$ cat src/rtl/frame_decode_pkg.sv
// ----------------------------------------------------------------------------
// frame_decode_pkg
// Shared ISO/IEC 14443-3 type A definitions used by the frame decoder and the
// CRC_A engine: frame decoder state encoding and CRC_A constants.
// ----------------------------------------------------------------------------
package frame_decode_pkg;

  typedef enum logic [1:0] {
    IDLE,
    DATA,
    PARITY,
    ERROR
  } FrameDecodeState;

  localparam logic [15:0] CRC_A_INIT           = 16'h6363;
  localparam logic [15:0] CRC_A_POLY_REFLECTED = 16'h8408;
  localparam logic [15:0] CRC_A_RESIDUE        = 16'h0000;

endpackage

$ cat src/rtl/frame_decode_crc.sv
// ----------------------------------------------------------------------------
// crc_a_bitwise
// Bit-serial CRC_A (x^16+x^12+x^5+1, reflected, init 0x6363, LSB first).
// Ports:
//   clk, rst_n  clock, asynchronous active-low reset (crc returns to init)
//   init        load CRC_A_INIT (has priority over en)
//   en          fold bit_in into the register this cycle
//   bit_in      serial data bit
//   crc         current CRC register contents
// ----------------------------------------------------------------------------
module crc_a_bitwise
  import frame_decode_pkg::*;
(
  input  logic        clk,
  input  logic        rst_n,
  input  logic        init,
  input  logic        en,
  input  logic        bit_in,
  output logic [15:0] crc
);

  logic [15:0] crc_q;
  logic [15:0] crc_d;

  // Reflected shift: feedback is register LSB xor incoming bit.
  always_comb begin
    crc_d = {1'b0, crc_q[15:1]};
    if (crc_q[0] ^ bit_in) begin
      crc_d = crc_d ^ CRC_A_POLY_REFLECTED;
    end
  end

  always_ff @(posedge clk or negedge rst_n) begin
    if (!rst_n) begin
      crc_q <= CRC_A_INIT;
    end else if (init) begin
      crc_q <= CRC_A_INIT;
    end else if (en) begin
      crc_q <= crc_d;
    end
  end

  assign crc = crc_q;

endmodule

$ cat src/rtl/frame_decode.sv
// ----------------------------------------------------------------------------
// frame_decode
// Assembles the ISO/IEC 14443-3 PCD->PICC bit stream (one bit per strobe,
// LSB first, odd parity after every 8 data bits) into bytes.
// Optional feature macro: FRAME_DECODE_CRC_EN (adds CRC_A check, out_crc_ok).
// Ports:
//   clk, rst_n        carrier clock, asynchronous active-low reset
//   in_soc/in_eoc     start / end of frame strobes
//   in_error          upstream timing error strobe
//   in_data(_valid)   received bit and its strobe
//   out_soc/out_eoc   frame start / end, 1 tick after the input strobe
//   out_error         parity, framing or forwarded error (max one per frame)
//   out_data          assembled byte, bit0 first received
//   out_data_bits     valid bits in out_data, 0 means 8
//   out_data_valid    out_data/out_data_bits strobe
//   out_crc_ok        (FRAME_DECODE_CRC_EN) residue ok and whole bytes, at eoc
// All outputs are registered; latency is exactly one clock.
// ----------------------------------------------------------------------------
module frame_decode
  import frame_decode_pkg::*;
(
  input  logic       clk,
  input  logic       rst_n,
  input  logic       in_soc,
  input  logic       in_eoc,
  input  logic       in_error,
  input  logic       in_data,
  input  logic       in_data_valid,
  output logic       out_soc,
  output logic       out_eoc,
  output logic       out_error,
  output logic [7:0] out_data,
  output logic [2:0] out_data_bits,
  output logic       out_data_valid
`ifdef FRAME_DECODE_CRC_EN
  ,
  output logic       out_crc_ok
`endif
);

  FrameDecodeState state_q;
  logic [7:0]      shift_q;
  logic [2:0]      cnt_q;
  logic            soc_q;
  logic            eoc_q;
  logic            err_q;
  logic            dv_q;
  logic [7:0]      data_q;
  logic [2:0]      bits_q;

`ifdef FRAME_DECODE_CRC_EN
  logic [15:0] crc_w;
  logic        crc_ok_q;

  crc_a_bitwise u_crc (
    .clk    (clk),
    .rst_n  (rst_n),
    .init   (in_soc),
    .en     ((state_q == DATA) && in_data_valid && !in_soc),
    .bit_in (in_data),
    .crc    (crc_w)
  );

  assign out_crc_ok = crc_ok_q;
`endif

  always_ff @(posedge clk or negedge rst_n) begin
    if (!rst_n) begin
      state_q <= IDLE;
      shift_q <= '0;
      cnt_q   <= '0;
      soc_q   <= 1'b0;
      eoc_q   <= 1'b0;
      err_q   <= 1'b0;
      dv_q    <= 1'b0;
      data_q  <= '0;
      bits_q  <= '0;
`ifdef FRAME_DECODE_CRC_EN
      crc_ok_q <= 1'b0;
`endif
    end else begin
      soc_q <= 1'b0;
      eoc_q <= 1'b0;
      err_q <= 1'b0;
      dv_q  <= 1'b0;
`ifdef FRAME_DECODE_CRC_EN
      crc_ok_q <= 1'b0;
`endif
      // A start of frame restarts assembly from any state; an open frame is
      // abandoned without an end strobe.
      if (in_soc) begin
        soc_q   <= 1'b1;
        shift_q <= '0;
        cnt_q   <= '0;
        state_q <= DATA;
      end else begin
        case (state_q)
          IDLE: ;
          DATA: begin
            if (in_error) begin
              err_q   <= 1'b1;
              state_q <= ERROR;
            end else if (in_eoc) begin
              eoc_q <= 1'b1;
              if (cnt_q != 3'd0) begin
                // Short / partial final byte; upper bits are already zero.
                dv_q   <= 1'b1;
                data_q <= shift_q;
                bits_q <= cnt_q;
              end
`ifdef FRAME_DECODE_CRC_EN
              crc_ok_q <= (cnt_q == 3'd0) && (crc_w == CRC_A_RESIDUE);
`endif
              state_q <= IDLE;
            end else if (in_data_valid) begin
              shift_q[cnt_q] <= in_data;
              cnt_q          <= cnt_q + 3'd1;  // wraps to 0 after bit 7
              if (cnt_q == 3'd7) begin
                state_q <= PARITY;
              end
            end
          end
          PARITY: begin
            if (in_error) begin
              err_q   <= 1'b1;
              state_q <= ERROR;
            end else if (in_eoc) begin
              err_q   <= 1'b1;
              eoc_q   <= 1'b1;
              state_q <= IDLE;
            end else if (in_data_valid) begin
              if (^{shift_q, in_data}) begin
                dv_q    <= 1'b1;
                data_q  <= shift_q;
                bits_q  <= 3'd0;
                shift_q <= '0;
                cnt_q   <= '0;
                state_q <= DATA;
              end else begin
                err_q   <= 1'b1;
                state_q <= ERROR;
              end
            end
          end
          ERROR: begin
            if (in_eoc) begin
              eoc_q   <= 1'b1;
              state_q <= IDLE;
            end
          end
        endcase
      end
    end
  end

  assign out_soc        = soc_q;
  assign out_eoc        = eoc_q;
  assign out_error      = err_q;
  assign out_data_valid = dv_q;
  assign out_data       = data_q;
  assign out_data_bits  = bits_q;

endmodule

$ cat config.mk
export PLATFORM = sky130hd
export DESIGN_NAME = frame_decode
export DESIGN_NICKNAME = d
export VERILOG_FILES = /design/src/rtl/frame_decode_pkg.sv /design/src/rtl/frame_decode_crc.sv /design/src/rtl/frame_decode.sv
export SDC_FILE = /design/constraint.sdc
export NUM_CORES = 1
export LEC_CHECK = 0
export CAP_MARGIN = 15
export CORE_ASPECT_RATIO = 0.7
export CORE_MARGIN = 2
export CORE_UTILIZATION = 58
export DETAILED_ROUTE_END_ITERATION = 10
export PLACE_DENSITY_LB_ADDON = 0.05
export REMOVE_ABC_BUFFERS = 1
export SLEW_MARGIN = 0
export SYNTH_ARGS = -nofsm -noshare
export SYNTH_HDL_FRONTEND = slang
export SYNTH_SLANG_ARGS = --single-unit
$ cat constraint.sdc
create_clock -name clk -period 3.9 [get_ports clk]
set_input_delay 0.39 -clock clk [delete_from_list [all_inputs] [get_ports clk]]
set_output_delay 0.39 -clock clk [all_outputs]
set_load 0.05 [all_outputs]
==> results of run 1 <==
## metrics by stage
stage	utilization, %	setup slack [ns]	hold slack (ns)	std cells
floorplan	-	1.65	0.0944	155
global placement	71.7	1.20	0.494	211
detailed placement	71.7	1.07	0.492	211
CTS	73.9	1.23	0.486	215
global route	73.9	1.05	0.502	215
finish	73.9	1.25	0.475	215
## logic make-up after synthesis
group / count (synthesis) / synth area share [%]
simple gates: 52 / 16.4
buf+inv: 22 / 5.66
fa+ha+maj: 7 / 5.43
mux: 9 / 8.07
compound gates: 40 / 15.8
flops: 28 / 43.4
xor+xnor: 6 / 5.12
## synth_stat cells, types with 2 or more instances
master / count / area share [%]
o31ai_1: 3 / 1.4
nand2_1: 18 / 4.2
dfrtp_1: 28 / 43
o21ai_0: 11 / 3.4
a21oi_1: 7 / 2.2
nand3b_1: 2 / 0.93
nor2_1: 11 / 2.6
clkbuf_1: 7 / 1.6
o32a_1: 3 / 1.9
o22ai_1: 5 / 1.9
nor2b_1: 4 / 1.6
ha_1: 7 / 5.4
nand3_1: 3 / 0.93
nand2b_1: 2 / 0.78
inv_1: 13 / 3.0
xor2_1: 2 / 1.1
mux2_4: 7 / 6.5
nand4_1: 3 / 1.2
nor3_1: 2 / 0.62
a31oi_1: 7 / 2.7
xnor2_1: 2 / 1.1
## layer usage
| metal | wire length (um) | GRT usage [%] | vias up |
|---|---|---|---|
| met2 | 1360 | 32.7 | 49 |
| met1 | 1610 | 32.9 | 577 |
| met3 | 236 | 5.54 | 4 |
| met5 | 0 | 0 | - |
| li1 | - | - | 609 |
| met4 | 24 | 4.90 | 0 |
## sequential cells by signal, indices dropped and copies added, names as in the netlist
signal	cells
out_data	8
cnt_q	3
out_data_bits	3
state_q	2
out_error	1
out_eoc	1
out_soc	1
out_data_valid	1
shift_q	8
## cell type report
| type | count | share of cell area [%] |
|---|---|---|
| Clock buffer | 4 | 2.92 |
| Multi-Input combinational cell | 114 | 43.5 |
| Sequential cell | 28 | 37.2 |
| Tap cell | 34 | 2.26 |
| Timing Repair Buffer | 22 | 11.5 |
| Inverter | 13 | 2.59 |
## worst max path at each step
stage,startpoint,to,slack [ns],cells after the start
finish,cnt_q[0],out_data[6],1.25,7
detailed placement,in_error,out_data[6],1.07,6
floorplan,cnt_q[0],out_data[6],1.65,7
CTS,cnt_q[0],out_data[6],1.23,7
global route,cnt_q[0],out_data[6],1.05,7
global placement,in_error,out_data[6],1.20,6
## power groups by stage
stage,Clock (mW),Sequential [mW],Combinational (mW)
3_3_place_gp,0,0.344,0.371
5_1_grt,0.193,0.345,0.418
6_report,0.173,0.340,0.386
4_1_cts,0.180,0.340,0.383
2_1_floorplan,0,0.399,0.222
3_5_place_dp,0,0.346,0.381
## critical path, stage by stage (launching register included)
cell and delay, ns:
dfrtp_1 0.49, inv_1 0.17, ha_1 0.22, nor2b_1 0.14
o21ai_0 0.35, nand3b_1 0.15, o211ai_2 0.62, mux2_2 0.40
==> key figures, run 1 <==
Cells and area
  – Finished Cell Area: 1890 um2
  – Sequential cell area: between 700 and 800 um2
  – Final net count: a little under 200
  – Area delta synth->final: 16.9%
  – Commonest non-fill, non-tap cell in the layout: dfrtp_1
  – # diodes: 0
  – Layout cells sized above 1: 9.94%
  – Area occupied by multi-input gates: around 820 um2
  – FILL cells: approximately 190
  – Commonest non-fill, non-tap cells in the layout: dfrtp_1 (28), clkdlybuf4s50_1 (21), nand2_1 (18)

Power
  – P_leak: around 0.82 nW
  – Switch share: between 30% and 40%
  – Combinational group share of total power: between 40 and 50%
  – Pwr dens: ~480 nW/um2
  – Net Sw Power: 346 uW
  – Max VDD drop: 0.350 mV
  – Cell Int Power: approximately 550 uW
  – Power, Total: ~900 uW
  – Clock power share: 19.3%
  – Reg power frac: 37.8%

STA
  – Skew final: about 0.0026 ns
  – Final setup vio count: 0
  – Fin crit share: 68.0%
  – FMAX: 377 MHz
  – Relative max-transition margin: ~50%
  – Total negative slack: 0 ns
  – Slew Limit Fails: 0
  – Slew @ Worst Pin: roughly 0.75 ns
  – Final Hold Fails: 0
  – Crit path time final: around 2.7 ns
  – RSZ-0062 raised after global routing: no

Synthesis
  – #FFs+latches synth: 28
  – Sequential area share after synthesis: 43.4%
  – Post-synth design cell area: 1610 um2
  – Gate Count Post-Synth: 164
  – Synth async-reset ratio: 100%
  – Syn Area/Cell: ~10 um2
  – EDFF count, synth: 0
  – Synth warn: 0
  – Synth cell types: 38
  – Most used DFF post-synth: dfrtp_1

Setup path
  – Critical path data required time: around 4.1 ns
  – Startpoint Class: flop
  – Reg2Reg Capture Point: out_data[6]
  – Worst r2r src: cnt_q[0]
  – R2R depth: 7
  – Worst-path fanout max: 11
  – Crit Path Category: flop to flop
  – Reg2Reg Setup Slack: ~1.2 ns
  – Critical Path End Type: flop
  – Data arrival, critical path: around 2.8 ns

CTS
  – CTS resizes: 0
  – Clock transition at path regs: ~0.090 ns
  – Post-CTS Setup Bufs: 0
  – Root Buffer: clkbuf_8
  – CTS tree: built
  – Clk_lat worst skew: 0.27 ns
  – Htree depth: 1
  – Clock sink total: 28
  – Total CTS buffers: 3
  – Hold-fix buffers, CTS: 0
  – Maximum root-to-sink buffer count: 2

Global route
  – Grt total ovfl: 0
  – Global-route wire length before repair: 5.01 mm
  – All-Layer GR Usage: approximately 22%
  – Vias in the first global route: 1038
  – Initial antenna violation count: 0
  – Largest net degree at the start of global routing: 29

Placed design
  – Post-Place Cell Area: 1830 um2
  – IO buf count: 21
  – Hpwl dp: approximately 2.4 mm
  – GP Congestion: 0.889

Min path
  – HP Class: input port to async pin

Route
  – Post-route DRC: 0
  – Wire length per cell: roughly 15 um
  – Via count: 1239
  – Total wire length: around 3.2 mm
  – DR iter-0 viols: between 60 and 70
  – Antenna Violating Nets Remaining: 0
  – Drt pass-1 iters: 4
  – Via density per instance: between 5 and 6

Floorplanning
  – Total core area: 2550 um2
  – Die X: between 60 and 70 um
  – Row cnt: 15
  – Die area: roughly 3200 um2
  – Die height: 48.1 um
  – Io pins: 22
  – Initial Utilization: 63.2%

Flow run
  – Maxcap violations: 0

Status
  – Status: complete, no violations
No activity file was read; power rests on OpenSTA's default activity.
==> run 2, diff against run 1 <==
--- a/config.mk
+++ b/config.mk
@@ -8,7 +8,7 @@
 export CAP_MARGIN = 15
 export CORE_ASPECT_RATIO = 0.7
 export CORE_MARGIN = 2
-export CORE_UTILIZATION = 58
+export CORE_UTILIZATION = 54
 export DETAILED_ROUTE_END_ITERATION = 10
 export PLACE_DENSITY_LB_ADDON = 0.05
 export REMOVE_ABC_BUFFERS = 1
==> constraint.sdc (replaced) <==
create_clock -name clk -period 2.78 [get_ports clk]
set_input_delay 0.278 -clock clk [delete_from_list [all_inputs] [get_ports clk]]
set_output_delay 0.278 -clock clk [all_outputs]
set_load 0.05 [all_outputs]
==> key figures, run 2 (synthesis results as in run 1) <==
STA
  – Final setup vio count: 0
  – Slew @ Worst Pin: approximately 0.52 ns
  – FMAX: around 400 MHz
  – RSZ-0062 raised after global routing: no
  – Total negative slack: 0 ns
  – Relative max-transition margin: 65.4%
  – Slew Limit Fails: 0
  – Fin crit share: 91.3%
  – Skew final: roughly 0.0027 ns
  – Crit path time final: between 2 and 3 ns
  – Final Hold Fails: 0
  – Worst hold slack: between 0.3 and 0.4 ns
  – Final setup margin: between 0.2 and 0.25 ns

Cells and area
  – Post-Layout Cell Count: 220
  – Area delta synth->final: 18.5%
  – Commonest non-fill, non-tap cells in the layout: dfrtp_1 (28), clkdlybuf4s50_1 (21), nand2_1 (18)
  – # diodes: 0
  – Area occupied by multi-input gates: between 800 and 900 um2
  – Commonest non-fill, non-tap cell in the layout: dfrtp_1
  – Final net count: approximately 200
  – FILL cells: about 210
  – Sequential cell area: around 700 um2
  – Layout cells sized above 1: 11.4%

Route
  – Antenna Violating Nets Remaining: 0
  – Total wire length: between 3 and 4 mm
  – Via density per instance: ~5.8
  – DR iter-0 viols: 144
  – Via count: roughly 1300
  – Wire length per cell: ~16 um
  – Drt pass-1 iters: 4
  – Post-route DRC: 0

Floorplanning
  – Row cnt: 16
  – Die area: 3450 um2
  – Die X: a little under 70 um
  – Die height: between 40 and 50 um
  – Initial Utilization: a little under three fifths
  – Total core area: between 2000 and 3000 um2
  – Io pins: 22

Global route
  – Vias in the first global route: around 1200
  – Initial antenna violation count: 0
  – Largest net degree at the start of global routing: 29
  – Grt total ovfl: 0
  – All-Layer GR Usage: between 20 and 25%
  – Global-route wire length before repair: about 5.9 mm

CTS
  – Clock transition at path regs: 0.09 ns
  – Root Buffer: clkbuf_8
  – CTS resizes: 0
  – Maximum root-to-sink buffer count: 2
  – Post-CTS Setup Bufs: 0
  – Clk_lat worst skew: between 0.2 and 0.3 ns
  – Clock sink total: 28
  – Total CTS buffers: 3
  – Htree depth: 1
  – Hold-fix buffers, CTS: 0
  – CTS tree: built

Placed design
  – Worst slack, placed: 0.236 ns
  – IO buf count: 21
  – Hpwl dp: roughly 2.5 mm
  – Placed cell count: 216
  – GP Congestion: ~0.85

Power
  – Max VDD drop: 0.416 mV
  – Pwr dens: around 670 nW/um2
  – P_leak: 0.838 nW

Setup path
  – Data arrival, critical path: around 2.7 ns
  – Startpoint Class: flop
  – Worst setup path start: cnt_q[0]
  – Critical Path End Type: flop
  – Cell family with most CP delay: compound AO/OA/AOI/OAI gates
  – Reg2Reg Setup Slack: 0.24 ns
  – Worst stage delay on the critical path: about 0.52 ns
  – Worst Path Buf+Inv: 2
  – Worst r2r src: cnt_q[0]
  – R2R depth: 8
  – Critical path data required time: slightly below 3 ns
  – CP max stage cell: dfrtp_1
  – Worst-path fanout max: 9
  – Crit Path Category: flop to flop
  – Reg2Reg Capture Point: out_data[3]
  – Crit path cell chain: inv_1 > ha_1 > nor2b_1 > o21ai_0 > nand3b_1 > o211ai_2 > buf_4 > mux2_4

Min path
  – HP Class: input port to async pin

Flow run
  – Maxcap violations: 0

Status
  – Status: complete, no violations
-- run 2: final cells by class --
type	instances	area share [%]
tap	36	2.36
multi-input combinational	114	43.0
clock buffer	4	2.88
sequential	28	36.7
timing repair buffer	25	12.6
inverter	13	2.55
-- run 2: metal layers --
metal	vias to the layer above	share of wire [%]	wire, um	track usage, %
li1	617	-	-	-
met1	600	49	1690	34.4
met2	54	43	1470	30.9
met3	4	7.8	267	4.91
met4	0	0.32	11	1.63
met5	-	0	0	0
-- run 2: worst max path at each step --
stage	to	slack [ns]	depth (start not counted)
floorplan	out_data[6]	0.53	7
detailed placement	out_data[3]	0.24	7
global placement	out_data[3]	0.34	7
CTS	out_data[3]	0.29	8
finish	out_data[3]	0.24	8
global route	out_data[3]	0.02	8
-- run 2: through the flow --
stage	total power, mW	utilization, %	instance area (um2)
CTS	1.28	67.7	1910
finish	1.28	67.7	1910
floorplan	0.871	-	1570
global route	1.36	67.7	1910
detailed placement	1.03	65.7	1860
global placement	1.02	65.7	1860
-- run 2: report_power, final --
part	total (mW)	switching (mW)	internal, mW
sequential	0.480	0.0323	0.448
clock	0.247	0.120	0.127
combinational	0.552	0.343	0.209
total	1.28	0.495	0.783
-- run 2: worst reg2reg max path, cell delays in order, from the launching register on --
cell and delay [ns]:
dfrtp_1 0.52, inv_1 0.17, ha_1 0.22, nor2b_1 0.13, o21ai_0 0.32, nand3b_1 0.14
o211ai_2 0.34, buf_4 0.26, mux2_4 0.32
